[config.mk]
export PLATFORM = sky130hd
export DESIGN_NAME = web_pwr_seq
export DESIGN_NICKNAME = d
export VERILOG_FILES = /design/src/rtl/web_pwr_seq.sv
export SDC_FILE = /design/constraint.sdc
export NUM_CORES = 1
export LEC_CHECK = 0
export ABC_CLOCK_PERIOD_IN_PS = 4500
export BUFFER_PORTS_ARGS = -buffer_cell sky130_fd_sc_hd__buf_2
export CAP_MARGIN = 20
export CORE_AREA = 8 8 82 55
export DETAILED_ROUTE_END_ITERATION = 8
export DIE_AREA = 0 0 90 63
export GPL_ROUTABILITY_DRIVEN = 0
export PLACE_DENSITY = 0.81
export SETUP_SLACK_MARGIN = 0.5
export SYNTH_ARGS = -nofsm -noshare
export SYNTH_HDL_FRONTEND = slang
export SYNTH_SLANG_ARGS = --single-unit
[constraint.sdc]
create_clock -name clkclk -period 4.5 [get_ports clkclk]
set_input_delay 1.125 -clock clkclk [delete_from_list [all_inputs] [get_ports clkclk]]
set_output_delay 1.125 -clock clkclk [all_outputs]
set_load 0.01 [all_outputs]
[src/rtl/web_pwr_seq.sv]
// web_pwr_seq
//   Power-state sequencer sitting beside a wake-event block (web). It turns the
//   web's activate_low_pwr event into a PMU req/ack round trip, returns on wake
//   or on a PMU-initiated exit, then pulses clear_function so the web retires
//   the serviced event.
//
//   Optional build macro: WEB_PWR_SEQ_WAKE_CNT_EN
//     When defined, adds a 16-bit saturating wake_count output that counts
//     SLEEP->EXIT transitions caused by wake. When undefined, the port and its
//     counter do not exist.
module web_pwr_seq #(
    parameter int CNT_W       = 8,
    parameter int CLR_CYCLES  = 4,
    parameter int ACK_TIMEOUT = 1023
) (
    input  logic             clkclk,
    input  logic             sysreset_n,
    input  logic             wake,
    input  logic             activate_low_pwr,
    input  logic             epu_enable,
    input  logic [CNT_W-1:0] cfg_entry_dly,
    input  logic [CNT_W-1:0] cfg_settle_dly,
    input  logic             pmu_ack,
    output logic             pmu_req,
    output logic             clear_function,
    output logic [2:0]       seq_state,
`ifdef WEB_PWR_SEQ_WAKE_CNT_EN
    output logic [15:0]      wake_count,
`endif
    output logic             err_timeout
);

    // The ack-wait counter only ever needs to reach ACK_TIMEOUT-1, and the
    // clear counter CLR_CYCLES-1, so size them to those maxima.
    localparam int TO_W         = (ACK_TIMEOUT > 1) ? $clog2(ACK_TIMEOUT) : 1;
    localparam int CLR_W        = (CLR_CYCLES > 1) ? $clog2(CLR_CYCLES) : 1;
    localparam int GUARD_CYCLES = 4;

    localparam bit               TO_EN      = (ACK_TIMEOUT > 0);
    localparam logic [TO_W-1:0]  TO_LAST    = TO_W'((ACK_TIMEOUT > 0) ? ACK_TIMEOUT - 1 : 0);
    localparam logic [CLR_W-1:0] CLR_LAST   = CLR_W'(CLR_CYCLES - 1);
    localparam logic [2:0]       GUARD_LOAD = 3'(GUARD_CYCLES);

    typedef enum logic [2:0] {
        ST_IDLE   = 3'd0,
        ST_ENTRY  = 3'd1,
        ST_REQ    = 3'd2,
        ST_SLEEP  = 3'd3,
        ST_EXIT   = 3'd4,
        ST_SETTLE = 3'd5,
        ST_CLEAR  = 3'd6
    } state_t;

    state_t           state;
    state_t           state_nx;
    logic [CNT_W-1:0] dly_cnt;
    logic [CNT_W-1:0] dly_cnt_nx;
    logic [TO_W-1:0]  ack_cnt;
    logic [TO_W-1:0]  ack_cnt_nx;
    logic [CLR_W-1:0] clr_cnt;
    logic [CLR_W-1:0] clr_cnt_nx;
    logic [2:0]       guard_cnt;
    logic [2:0]       guard_cnt_nx;
    logic             ack_expired;
    logic             timeout_hit;

    // A zero ACK_TIMEOUT keeps ack_expired low forever, disabling the abort.
    assign ack_expired = TO_EN && (ack_cnt == TO_LAST);

    // Debug view of the sequencer is simply the state register.
    assign seq_state = state;

    // Next-state and next-counter logic; every counter holds unless a branch
    // below loads or decrements it, and a counter at zero transitions rather
    // than wrapping.
    always_comb begin
        state_nx     = state;
        dly_cnt_nx   = dly_cnt;
        ack_cnt_nx   = ack_cnt;
        clr_cnt_nx   = clr_cnt;
        guard_cnt_nx = guard_cnt;
        timeout_hit  = 1'b0;

        case (state)
            ST_IDLE: begin
                // Right after CLEAR the web's event is still visible through
                // its synchronizer, so hold off before honouring it again.
                if (guard_cnt != 3'd0) begin
                    guard_cnt_nx = guard_cnt - 3'd1;
                end else if (activate_low_pwr) begin
                    if (wake) begin
                        state_nx   = ST_CLEAR;
                        clr_cnt_nx = CLR_LAST;
                    end else begin
                        state_nx   = ST_ENTRY;
                        dly_cnt_nx = cfg_entry_dly;
                    end
                end
            end

            ST_ENTRY: begin
                if (wake) begin
                    state_nx   = ST_CLEAR;
                    clr_cnt_nx = CLR_LAST;
                end else if (dly_cnt == '0) begin
                    state_nx   = ST_REQ;
                    ack_cnt_nx = '0;
                end else begin
                    dly_cnt_nx = dly_cnt - CNT_W'(1);
                end
            end

            ST_REQ: begin
                // Wake is deliberately not looked at: once the request is
                // raised the handshake is always completed.
                if (pmu_ack) begin
                    state_nx = ST_SLEEP;
                end else if (ack_expired) begin
                    state_nx    = ST_CLEAR;
                    clr_cnt_nx  = CLR_LAST;
                    timeout_hit = 1'b1;
                end else begin
                    ack_cnt_nx = ack_cnt + TO_W'(1);
                end
            end

            ST_SLEEP: begin
                // SLEEP is only entered with ack high, so ack low here means
                // the PMU dropped it and is driving the exit itself.
                if ((wake && !epu_enable) || !pmu_ack) begin
                    state_nx   = ST_EXIT;
                    ack_cnt_nx = '0;
                end
            end

            ST_EXIT: begin
                if (!pmu_ack) begin
                    state_nx   = ST_SETTLE;
                    dly_cnt_nx = cfg_settle_dly;
                end else if (ack_expired) begin
                    state_nx    = ST_CLEAR;
                    clr_cnt_nx  = CLR_LAST;
                    timeout_hit = 1'b1;
                end else begin
                    ack_cnt_nx = ack_cnt + TO_W'(1);
                end
            end

            ST_SETTLE: begin
                if (dly_cnt == '0) begin
                    state_nx   = ST_CLEAR;
                    clr_cnt_nx = CLR_LAST;
                end else begin
                    dly_cnt_nx = dly_cnt - CNT_W'(1);
                end
            end

            ST_CLEAR: begin
                if (clr_cnt == '0) begin
                    state_nx     = ST_IDLE;
                    guard_cnt_nx = GUARD_LOAD;
                end else begin
                    clr_cnt_nx = clr_cnt - CLR_W'(1);
                end
            end

            default: begin
                state_nx = ST_IDLE;
            end
        endcase
    end

    // State, counters and registered outputs; outputs are decoded from the
    // next state so they line up with the state register.
    always_ff @(posedge clkclk or negedge sysreset_n) begin
        if (!sysreset_n) begin
            state          <= ST_IDLE;
            dly_cnt        <= '0;
            ack_cnt        <= '0;
            clr_cnt        <= '0;
            guard_cnt      <= '0;
            pmu_req        <= 1'b0;
            clear_function <= 1'b0;
            err_timeout    <= 1'b0;
        end else begin
            state          <= state_nx;
            dly_cnt        <= dly_cnt_nx;
            ack_cnt        <= ack_cnt_nx;
            clr_cnt        <= clr_cnt_nx;
            guard_cnt      <= guard_cnt_nx;
            pmu_req        <= (state_nx == ST_REQ) || (state_nx == ST_SLEEP);
            clear_function <= (state_nx == ST_CLEAR);
            if (timeout_hit) begin
                err_timeout <= 1'b1;
            end
        end
    end

`ifdef WEB_PWR_SEQ_WAKE_CNT_EN
    logic wake_exit;

    // Saturating increment for the wake statistics counter.
    function automatic logic [15:0] sat_inc16(input logic [15:0] val);
        return (val == 16'hFFFF) ? val : val + 16'd1;
    endfunction

    // Only a wake-driven exit counts; a PMU-initiated exit does not.
    assign wake_exit = (state == ST_SLEEP) && wake && !epu_enable;

    // Count wake-driven SLEEP->EXIT transitions, sticking at all-ones.
    always_ff @(posedge clkclk or negedge sysreset_n) begin
        if (!sysreset_n) begin
            wake_count <= 16'd0;
        end else if (wake_exit) begin
            wake_count <= sat_inc16(wake_count);
        end
    end
`endif

endmodule

======== Word level (Yosys, flattened, before mapping) ========
Cells that the tools add are included.
word-level totals
  output and inout bits ................... 6
  bits in registers ....................... 29
  bits of input ports ..................... 22
cells by class
  reduce and logical (&&, ||, !) cells .... 17
  multiplexer cells ....................... 42
  equal/unequal tests ..................... 23
  add/sub/neg operators ................... 4
operators with widths
  operator                                          count
  2-to-1 mux 10 bit                                 6
  2-to-1 mux 8 bit                                  6
  case mux 10 bit (4 select lines)                  1
  2-to-1 mux 3 bit                                  13
  case mux 8 bit (4 select lines)                   1
  inequality test 2 bit, second input constant      13
  case mux 3 bit (7 select lines)                   1
  2-to-1 mux 2 bit                                  8
  == test 3 x 2 -> 1 bit, second input constant     4
  == test 3 bit, second input constant              4
  case mux 2 bit (6 select lines)                   1
  AND reduction 6 bit                               2
  adder 10 x 1 -> 10 bit, second input constant     1
  == test 10 bit, second input constant             1
  logical NOT 8 bit                                 1
  nonzero test 4 bit                                2
  subtractor 8 x 1 -> 8 bit, second input constant  1
  AND reduction 7 bit                               1
  case mux 3 bit (2 select lines)                   1
  nonzero test 6 bit                                1
  == test 3 x 1 -> 1 bit, second input constant     1
  logical NOT 3 bit                                 1
  2-to-1 mux 1 bit                                  3
  AND reduction 3 bit                               1
  other kinds (9)                                   11

======== Depth between registers and ports, before layout ========
Gate-level depths: netlist (run 1).
  depth in word-level cells ............... 7
  depth in mapped cells ................... 8
  mapped depth without buffers ............ 7

======== Worst setup path after synthesis (run 1) ========
No wires, ideal clock.
  path type ............................... input port to flip-flop
  start point ............................. input epu_enable
  end point ............................... register ack_cnt[6]
  data required time ...................... 4.390 ns
  cell stages on the path ................. 6
  arrival ................................. 2.427 ns
  path buffers ............................ 1
  slack ................................... 1.963 ns
  cell sequence ........................... nand3b_1 > a221oi_2 > nor2_1 > clkbuf_1 > or2_1 > o41ai_1
between the ends
  longest elaborated chain between the ends .. 5
RTL lines
  element                                 line  source
  start: declaration                      20    input logic epu_enable,
  logical NOT 1 bit                       130   if ((wake && !epu_enable) || !pmu_ack) begin
  logical AND 1 bit                       130
  logical OR 1 bit                        130
  inequality test 2 bit (no source line)  n/a
  AND reduction 6 bit (no source line)    n/a
  end signal: assignment                  188   ack_cnt <= ack_cnt_nx;
  end: declaration                        58    logic [TO_W-1:0] ack_cnt;
Every way passes these cells.
A chain may end at the register's enable or synchronous reset.

======== Worst setup path in the final report (run 1) ========
  start point ............................. register state[0] (netlist: seq_state[0])
  end point ............................... output seq_state[0]
RTL lines
  element                   line  source
  start: declaration        54    state_t state;
  start signal: assignment  186   state <= state_nx;
  end: declaration          26    output logic [2:0] seq_state,
No word-level cell between the ends.

==> results.cfg, run 1 <==
[sta]
finalCritPeriodShare_pct = 58.89
post-route-min-period_ps = 2650
slew_viol_final = 0
hold-worst-slack_ps = 465.2
slew_headroom_pct = 36.95
fmax_mhz = 377.3
hold_viol_final = 0
grt_setup_unrepaired = no
worstMarginPinSlew_ps = 945.7
finalSetupTns_ps = 0
setup-violations-final = 0
worst_slack_ps = 1850
skew_ps = 3.489

[setup_path]
worst_path_largest_cell_delay_ps = 960
critical_path.cell_chain = buf_2
crit_path_end_kind = output port
r2r_start = dly_cnt[0]$_DFFE_PN0P_
startpoint = seq_state[0]$_DFF_PN0_
path_max_fanout = 30
startpoint_type = register
cp.required_ps = 3380
cp_slowest_cell = dfrtp_1
critical_path.top_delay_family = flip-flops
arrival_ps = 1530
cp.buffers_inverters = 1
r2r_setup_slack_ps = 1910
worstSetupPathType = reg2out

[synth]
ys_warn_count = 0
ys_seq_area_share_pct = 38.39
synth_area_mm2 = 0.001891
synthCells = 221
synthFlopType = dfrtp_1
synth_edf_count = 0
ys_ff_latch = 29
syn-mean-instance-area_um2 = 8.555
async_flop_share_pct = 100.0
syn_nets = 249
post_synth_num_cell_types = 51

[placed_design]
placedInstanceArea_mm2 = 0.002031
place_inst = 282
io_buffers = 27
pre_cts_ws_ps = 1678
dp_hpwl_mm = 3.391

[floorplanning]
die_height_um = 63
dieArea_mm2 = 0.005670
initial_core_util_pct = 55.55
io_pins = 28
rows = 17
coreArea_mm2 = 0.003403
dieWidth_um = 90

[clock_network]
ctsResizeCount = 0
clock_path_buffers = 2
cts_sinks = 29
cts_setup_buffers = 0
cts_max_level = 2
ctsRootBufferMaster = clkbuf_8
cts_tree = done
clkTransAtPathRegs_ps = 60
cts_made_buffers = 5
clk_latency_ps = 280
holdBufCountCts = 0

[job]
max-cap-violations = 0

[routing]
routed_via_density = 6.145
num_vias = 1776
drt_iter0_markers = 200
totalWireLength_mm = 4.660
drt_first_pass_iters = 4
ant_nets = 0
post_drt_wl_per_cell_um = 16.12
route.detailed.drc = 0

[global_route]
track_usage_pct = 16.70
grt_pass1_vias = 1706
grt_max_degree = 31
grt_overflow = 0
grt_antenna_before_repair = 0
grt_pass1_wl_mm = 7.928

[layout]
area_delta_synth_final_pct = 11.98
layout.cells.non_filler = 289
fin_area_mm2 = 0.002117
drive_gt1_share_pct = 16.12
final_net_count = 270
post-route-util_pct = 62.21
n_antenna_cell = 0

[min_path]
hp-class = reg2reg
worst_hold_startpoint = err_timeout$_DFFE_PN0P_

[pwr]
powerDensity_mw_per_mm2 = 632.5
p_leak_nw = 0.9471
power_mw = 1.339
vdd_ir_drop_max_mv = 0.3992

[outcome]
run_status = finished clean
[where the power goes]
part | switching [mW] | leakage, nW | internal [mW] | total, mW
combinational | 0.393 | 0.532 | 0.248 | 0.641
clock | 0.0948 | 0.0443 | 0.121 | 0.216
sequential | 0.137 | 0.371 | 0.346 | 0.482
[cell usage after synthesis, types with 2 or more instances]
| master | instances | share of area, % |
|---|---|---|
| o22ai_1 | 5 | 1.7 |
| nand4_1 | 3 | 0.99 |
| inv_1 | 12 | 2.4 |
| nor2_1 | 21 | 4.2 |
| a21oi_1 | 11 | 2.9 |
| o21a_1 | 3 | 1.2 |
| nor3_1 | 5 | 1.3 |
| nand2_1 | 14 | 2.8 |
| dfrtp_1 | 29 | 38 |
| and2_1 | 4 | 1.3 |
| nor3b_1 | 2 | 0.79 |
| o211ai_1 | 2 | 0.79 |
| nand3_1 | 4 | 1.1 |
| ha_1 | 6 | 4.0 |
| o21ai_0 | 22 | 5.8 |
| or3_1 | 2 | 0.66 |
| a221oi_1 | 2 | 0.93 |
| a22oi_1 | 4 | 1.6 |
| clkbuf_1 | 8 | 1.6 |
| nand2b_1 | 5 | 1.7 |
| buf_2 | 4 | 1.1 |
| and3_1 | 3 | 0.99 |
| a211oi_1 | 2 | 0.79 |
| o21ai_1 | 3 | 0.79 |
| nor2b_1 | 6 | 2.0 |
| o31ai_1 | 7 | 2.8 |
| or4_1 | 6 | 2.4 |
| nor4_1 | 3 | 0.99 |
[final timing paths]
| check | end | cells after the start |
|---|---|---|
| max | seq_state[0] | 1 |
| min | err_timeout$_DFFE_PN0P_ | 1 |
| max reg2reg | ack_cnt[3]$_DFFE_PN0P_ | 7 |
| min reg2reg | err_timeout$_DFFE_PN0P_ | 1 |
| max in group asynchronous | ack_cnt[4]$_DFFE_PN0P_ | 1 |
| min in group asynchronous | pmu_req$_DFF_PN0_ | 1 |
[cells by family after synthesis]
group           count (synthesis)  share of synthesized area (%)
simple gates                   86                          25.22
mux                             2                          1.125
xor+xnor                        1                         0.4634
buf+inv                        25                          5.228
fa+ha+maj                       6                          3.971
flops                          29                          38.39
compound gates                 72                          25.61
[registers in the layout, indices dropped and copies added, names as in the netlist]
register	flops
ack_cnt	10
seq_state	3
pmu_req	1
err_timeout	1
guard_cnt	3
dly_cnt	8
clear_function	1
clr_cnt	2
[cell type report]
type / instances / area (um^2)
repair buffers: 27 / 135.1
multi-input cells: 167 / 1066
clock buffers: 7 / 86.33
well taps: 47 / 58.81
inverters: 12 / 45.04
flip-flops and latches: 29 / 725.7
fillers: 297 / 1286
[cells in the final DEF (no fill, tap or decap), types with 7 or more instances in the layout]
cell type / synthesis / routed
nand2_1: 14 / 14
dfrtp_1: 29 / 29
inv_1: 12 / 12
a21oi_1: 11 / 11
o21ai_0: 22 / 22
nor2_1: 21 / 21
o31ai_1: 7 / 7
buf_2: 4 / 27
[metal layers]
layer	up-vias	global-route usage (%)	routed length, um
met5	-	0	0
met2	53	23.03	1955
met3	5	4.916	332
met4	0	6.392	51
met1	852	23.54	2321
li1	866	-	-
Power figures use the tool's default switching activity.
==> run 2, diff against run 1 <==
- ABC_CLOCK_PERIOD_IN_PS: 4500 -> 2450
- CORE_AREA: 8 8 82 55 -> 8 8 84 56
- DIE_AREA: 0 0 90 63 -> 0 0 92 64
- PLACE_DENSITY: 0.81 -> 0.78
- clock period: 4.5 -> 2.45 ns (I/O delays scaled with it)
==> run 2 against run 1 <==
Compared with the run above:
- sequential power increased by 65%
- hold slack got worse by 100 ps
- die area increased by 3.8%
- via count increased by 9.9%
- worst setup slack got worse by 1600 ps
==> results.cfg, run 2 (synthesis gave the netlist of run 1 again) <==
[sta]
setup-violations-final = 0
fmax_mhz = 449.1
slew_headroom_pct = 56.33
finalCritPeriodShare_pct = 90.89
worst_slack_ps = 223.2
hold-worst-slack_ps = 363.8
worstMarginPinSlew_ps = 649.1
hold_viol_final = 0
skew_ps = 3.332
grt_setup_unrepaired = yes
slew_viol_final = 0
post-route-min-period_ps = 2227
finalSetupTns_ps = 0

[placed_design]
dp_hpwl_mm = 3.515
pre_cts_ws_ps = 31.17
io_buffers = 27
place_inst = 290
placedInstanceArea_mm2 = 0.002102

[setup_path]
startpoint_type = register
critical_path.cell_chain = inv_1, ha_2, or4b_4, o2111ai_4, nand3_4, or4_4, a21oi_2
worst_path_largest_cell_delay_ps = 500
crit_path_end_kind = register
path_max_fanout = 6
arrival_ps = 2440
worstSetupPathType = reg2reg
cp.required_ps = 2660
cp.buffers_inverters = 1
critical_path.top_delay_family = simple AND/OR/NAND/NOR gates
cp_slowest_cell = or4_4

[clock_network]
cts_max_level = 2
cts_sinks = 29
cts_tree = done
ctsRootBufferMaster = clkbuf_8
clock_path_buffers = 2
clk_latency_ps = 280
clkTransAtPathRegs_ps = 60
cts_made_buffers = 5
holdBufCountCts = 0

[global_route]
track_usage_pct = 16.98
grt_pass1_wl_mm = 8.183
grt_pass1_vias = 1742
grt_overflow = 0
grt_max_degree = 30
grt_antenna_before_repair = 0

[pwr]
power_mw = 2.925
powerDensity_mw_per_mm2 = 1219
p_leak_nw = 1.089
vdd_ir_drop_max_mv = 0.7012

[routing]
route.detailed.drc = 0
routed_via_density = 6.233
ant_nets = 0
drt_iter0_markers = 236
totalWireLength_mm = 5.320
drt_first_pass_iters = 5
post_drt_wl_per_cell_um = 17.00
num_vias = 1951

[layout]
largest_reg_flops = 10
drive_gt1_share_pct = 28.95
n_antenna_cell = 0
area_delta_synth_final_pct = 26.94
final_net_count = 294
fin_area_mm2 = 0.002400
largest_register = ack_cnt
post-route-util_pct = 68.79
biggestRegsByFlops = ack_cnt: 10 flops, dly_cnt: 8 flops
layout_common_cells = dfrtp_1 (28), buf_2 (27), buf_4 (18), nor2_1 (17), nand2_1 (14)
layout.cells.non_filler = 313
final_common_cell = dfrtp_1

[floorplanning]
dieArea_mm2 = 0.005888
dieWidth_um = 92
initial_core_util_pct = 54.20
die_height_um = 64
io_pins = 28
coreArea_mm2 = 0.003488
rows = 17

[job]
max-cap-violations = 0

[min_path]
hp-class = in2async

[outcome]
run_status = finished clean
## run 2: changes by cell type in the layout (fill, tap and decap cells not counted), moves of 3 or more
cell / before / now
buf_4: 0 / 18
buf_6: 0 / 4
nor2_1: 21 / 17
nor2_2: 0 / 3
o21ai_0: 22 / 11
o21ai_1: 3 / 13
## run 2: final cells by class
| class | count | area [um^2] |
|---|---|---|
| flip-flops and latches | 29 | 726.9 |
| repair buffers | 49 | 315.3 |
| clock buffers | 7 | 86.33 |
| inverters | 12 | 45.04 |
| well taps | 47 | 58.81 |
| fillers | 271 | 1089 |
| multi-input cells | 169 | 1167 |
## run 2: power breakdown
part / internal (mW) / switching [mW]
Sequential: 0.638 / 0.155
Combinational: 0.730 / 1.00
Clock: 0.222 / 0.176
## run 2: worst paths after layout
kind / start / to / slack [ps] / cells after the start
worst max-delay path: dly_cnt[0]$_DFFE_PN0P_ / ack_cnt[8]$_DFFE_PN0P_ / 220 / 7
min in group clkclk: err_timeout$_DFFE_PN0P_ / err_timeout$_DFFE_PN0P_ / 470 / 1
worst min register to register: err_timeout$_DFFE_PN0P_ / err_timeout$_DFFE_PN0P_ / 470 / 1
worst max register to register: dly_cnt[0]$_DFFE_PN0P_ / ack_cnt[8]$_DFFE_PN0P_ / 220 / 7
worst min-delay path: sysreset_n / clear_function$_DFF_PN0_ / 360 / 1
max in group asynchronous: sysreset_n / seq_state[1]$_DFF_PN0_ / 1620 / 1
## run 2: what timing repair did
action | in CTS | in global routing
setup endpoints to repair | 20 | 23
buffers inserted | 8 | 6
pin swaps | 7 | 18
resized for setup | 7 | 25
hold endpoints to repair | 0 | 0
cloned | 1 | 1
## run 2: layer usage
layer / global-route usage, % / vias up / wire length (um)
li1: - / 924 / -
met1: 24.31 / 910 / 2525
met2: 23.53 / 110 / 2266
met3: 5.828 / 7 / 479
met4: 4.391 / 0 / 48
met5: 0 / - / 0
## run 2: worst reg2reg max path, stage by stage, from the launching register on
cell       delay (ps)
dfrtp_1           380
inv_1              70
ha_2              180
or4b_4            480
o2111ai_4         280
nand3_4           150
or4_4             500
a21oi_2           120
==> run 3, diff against run 2 <==
- ABC_CLOCK_PERIOD_IN_PS: 2450 -> 2200
- MAX_ROUTING_LAYER: default -> met4
- clock period: 2.45 -> 2.2 ns (I/O delays scaled with it)
==> run 3 against run 2 <==
Compared with the run above:
- the run now ends with negative setup slack left
- die area stayed put
- cell area is 4.7% higher
- clock power is 24% higher
- combinational power is 19% higher
- routed wire length is 1.1% lower
- final cell count is 0.64% higher
- first-iteration DRC count is 8.5% lower
- register-to-register slack worse by 250 ps
- fmax is 0.12% higher
- sequential power is 16% higher
- utilization is 3.3 points higher
- critical endpoint unchanged
- largest power group unchanged
- highest routed layer unchanged
==> results.cfg, run 3 (synthesis gave the netlist of run 1 again) <==
[outcome]
run_status = complete, but fails checks
violations = negative setup slack

[floorplanning]
initial_core_util_pct = 54.20
die_height_um = 64
dieWidth_um = 92
coreArea_mm2 = 0.003488
dieArea_mm2 = 0.005888
io_pins = 28
rows = 17

[sta]
slew_headroom_pct = 46.86
hold-worst-slack_ps = 290.3
worstMarginPinSlew_ps = 794.1
post-route-min-period_ps = 2224
slew_viol_final = 0
hold_viol_final = 0
setup-violations-final = 3
finalCritPeriodShare_pct = 101.1
skew_ps = 4.956
worst_slack_ps = -24.19
grt_setup_unrepaired = yes
fmax_mhz = 449.6

[routing]
ant_nets = 0
drt_iter0_markers = 216
num_vias = 1974
post_drt_wl_per_cell_um = 16.70
totalWireLength_mm = 5.260
routed_via_density = 6.267
drt_first_pass_iters = 5
route.detailed.drc = 0

[setup_path]
crit_path_end_kind = register
startpoint = dly_cnt[1]$_DFFE_PN0P_
startpoint_type = register
reg2reg_depth = 7
r2r-end = ack_cnt[8]$_DFFE_PN0P_
critical_path.cell_chain = inv_1, ha_2, or4b_4, o2111ai_4, nand3_4, or4_4, a21oi_2
critical_path.top_delay_family = simple AND/OR/NAND/NOR gates
r2r_start = dly_cnt[1]$_DFFE_PN0P_
worstSetupPathType = reg2reg
arrival_ps = 2440
r2r_setup_slack_ps = -20
cp.buffers_inverters = 1
cp.required_ps = 2410
cp_slowest_cell = or4_4
path_max_fanout = 5
worst_path_largest_cell_delay_ps = 500

[clock_network]
ctsRootBufferMaster = clkbuf_8
clkTransAtPathRegs_ps = 70
cts_max_level = 2
clk_latency_ps = 280
cts_tree = done
clock_path_buffers = 2
cts_sinks = 29
cts_made_buffers = 5

[layout]
largest_reg_flops = 10
fill_cells = 265
drive_gt1_share_pct = 33.58
area_delta_synth_final_pct = 32.96
final_common_cell = dfrtp_1
layout_common_cells = dfrtp_1 (28), buf_2 (27), nor2_1 (19), buf_4 (17)
final_net_count = 295
n_antenna_cell = 0
largest_register = ack_cnt
biggestRegsByFlops = ack_cnt: 10 flops, dly_cnt: 8 flops

[global_route]
track_usage_pct = 17.81
grt_max_degree = 30
grt_pass1_wl_mm = 8.252
grt_pass1_vias = 1687
grt_antenna_before_repair = 0
grt_overflow = 0

[pwr]
vdd_ir_drop_max_mv = 0.8380
powerDensity_mw_per_mm2 = 1379
power_mw = 3.467
p_leak_nw = 1.136

[min_path]
hp-class = in2async

[placed_design]
io_buffers = 27
dp_hpwl_mm = 3.531

[job]
max-cap-violations = 0
==> run 3: cell count changes in the layout (fill, tap and decap cells not counted), sizes merged <==
| cell | change |
|---|---|
| a2111o | -1 |
| buf | +2 |
| clkinv | +1 |
==> run 3: final cells by class <==
class                           count  area, um^2  area share, %
Multi-Input combinational cell    168        1231          48.98
Sequential cell                    29       726.9          28.92
Timing Repair Buffer               51       350.3          13.94
Clock buffer                        7       96.34          3.833
Tap cell                           47       58.81          2.339
Inverter                           12       45.04          1.792
Clock inverter                      1       5.005         0.1991
==> run 3: power breakdown <==
| part | switching [mW] | internal [mW] | leakage (nW) |
|---|---|---|---|
| registers | 0.206 | 0.711 | 0.370 |
| logic | 1.14 | 0.913 | 0.712 |
| clock network | 0.211 | 0.282 | 0.0542 |
==> run 3: what timing repair did <==
| item | CTS | global route |
|---|---|---|
| gates cloned | 1 | 0 |
| resized for setup | 3 | 45 |
| pin swaps | 3 | 14 |
| setup buffers | 1 | 5 |
| hold buffers | 0 | 0 |
| endpoints found under the setup margin | 26 | 29 |
==> run 3: routing by layer <==
metal  wire length (um)  GRT usage [%]  vias up
li1                   -              -      918
met1               2540          26.89      930
met3                485          4.662       11
met5                  0              -        -
met2               2160          21.85      115
met4                 74          5.190        0
==> run 3: worst reg2reg max path: cells and delay by family, from the launching register on <==
kind,cells,cell delay (ps)
buf+inv,1,60
compound gates,2,420
fa+ha+maj,1,170
flops,1,380
simple gates,3,1120
==> run 3: worst max path at each step <==
| stage | end | slack, ps | cells past startpoint |
|---|---|---|---|
| 2_1_floorplan | ack_cnt[8]$_DFFE_PN0P_ | 80 | 7 |
| 3_3_place_gp | ack_cnt[8]$_DFFE_PN0P_ | -5 | 7 |
| 3_5_place_dp | ack_cnt[9]$_DFFE_PN0P_ | -50 | 8 |
| 4_1_cts | ack_cnt[9]$_DFFE_PN0P_ | 6 | 8 |
| 5_1_grt | ack_cnt[9]$_DFFE_PN0P_ | -100 | 8 |
| 6_report | ack_cnt[8]$_DFFE_PN0P_ | -20 | 7 |
==> run 3: through the flow <==
| step | instance area [um^2] | setup TNS, ps | worst slack (ps) | instances | util (%) |
|---|---|---|---|---|---|
| after global routing | 2514 | -437.0 | -102.0 | 315 | 72.06 |
| final | 2514 | -66.69 | -24.19 | 315 | 72.06 |
| after detailed placement | 2196 | -170.3 | -49.15 | 300 | 62.95 |
| after global placement | 2196 | -5.417 | -5.417 | 300 | 62.95 |
| after CTS | 2328 | 0 | 5.627 | 310 | 66.75 |
| after floorplan | 1919 | 0 | 77.45 | 221 | - |
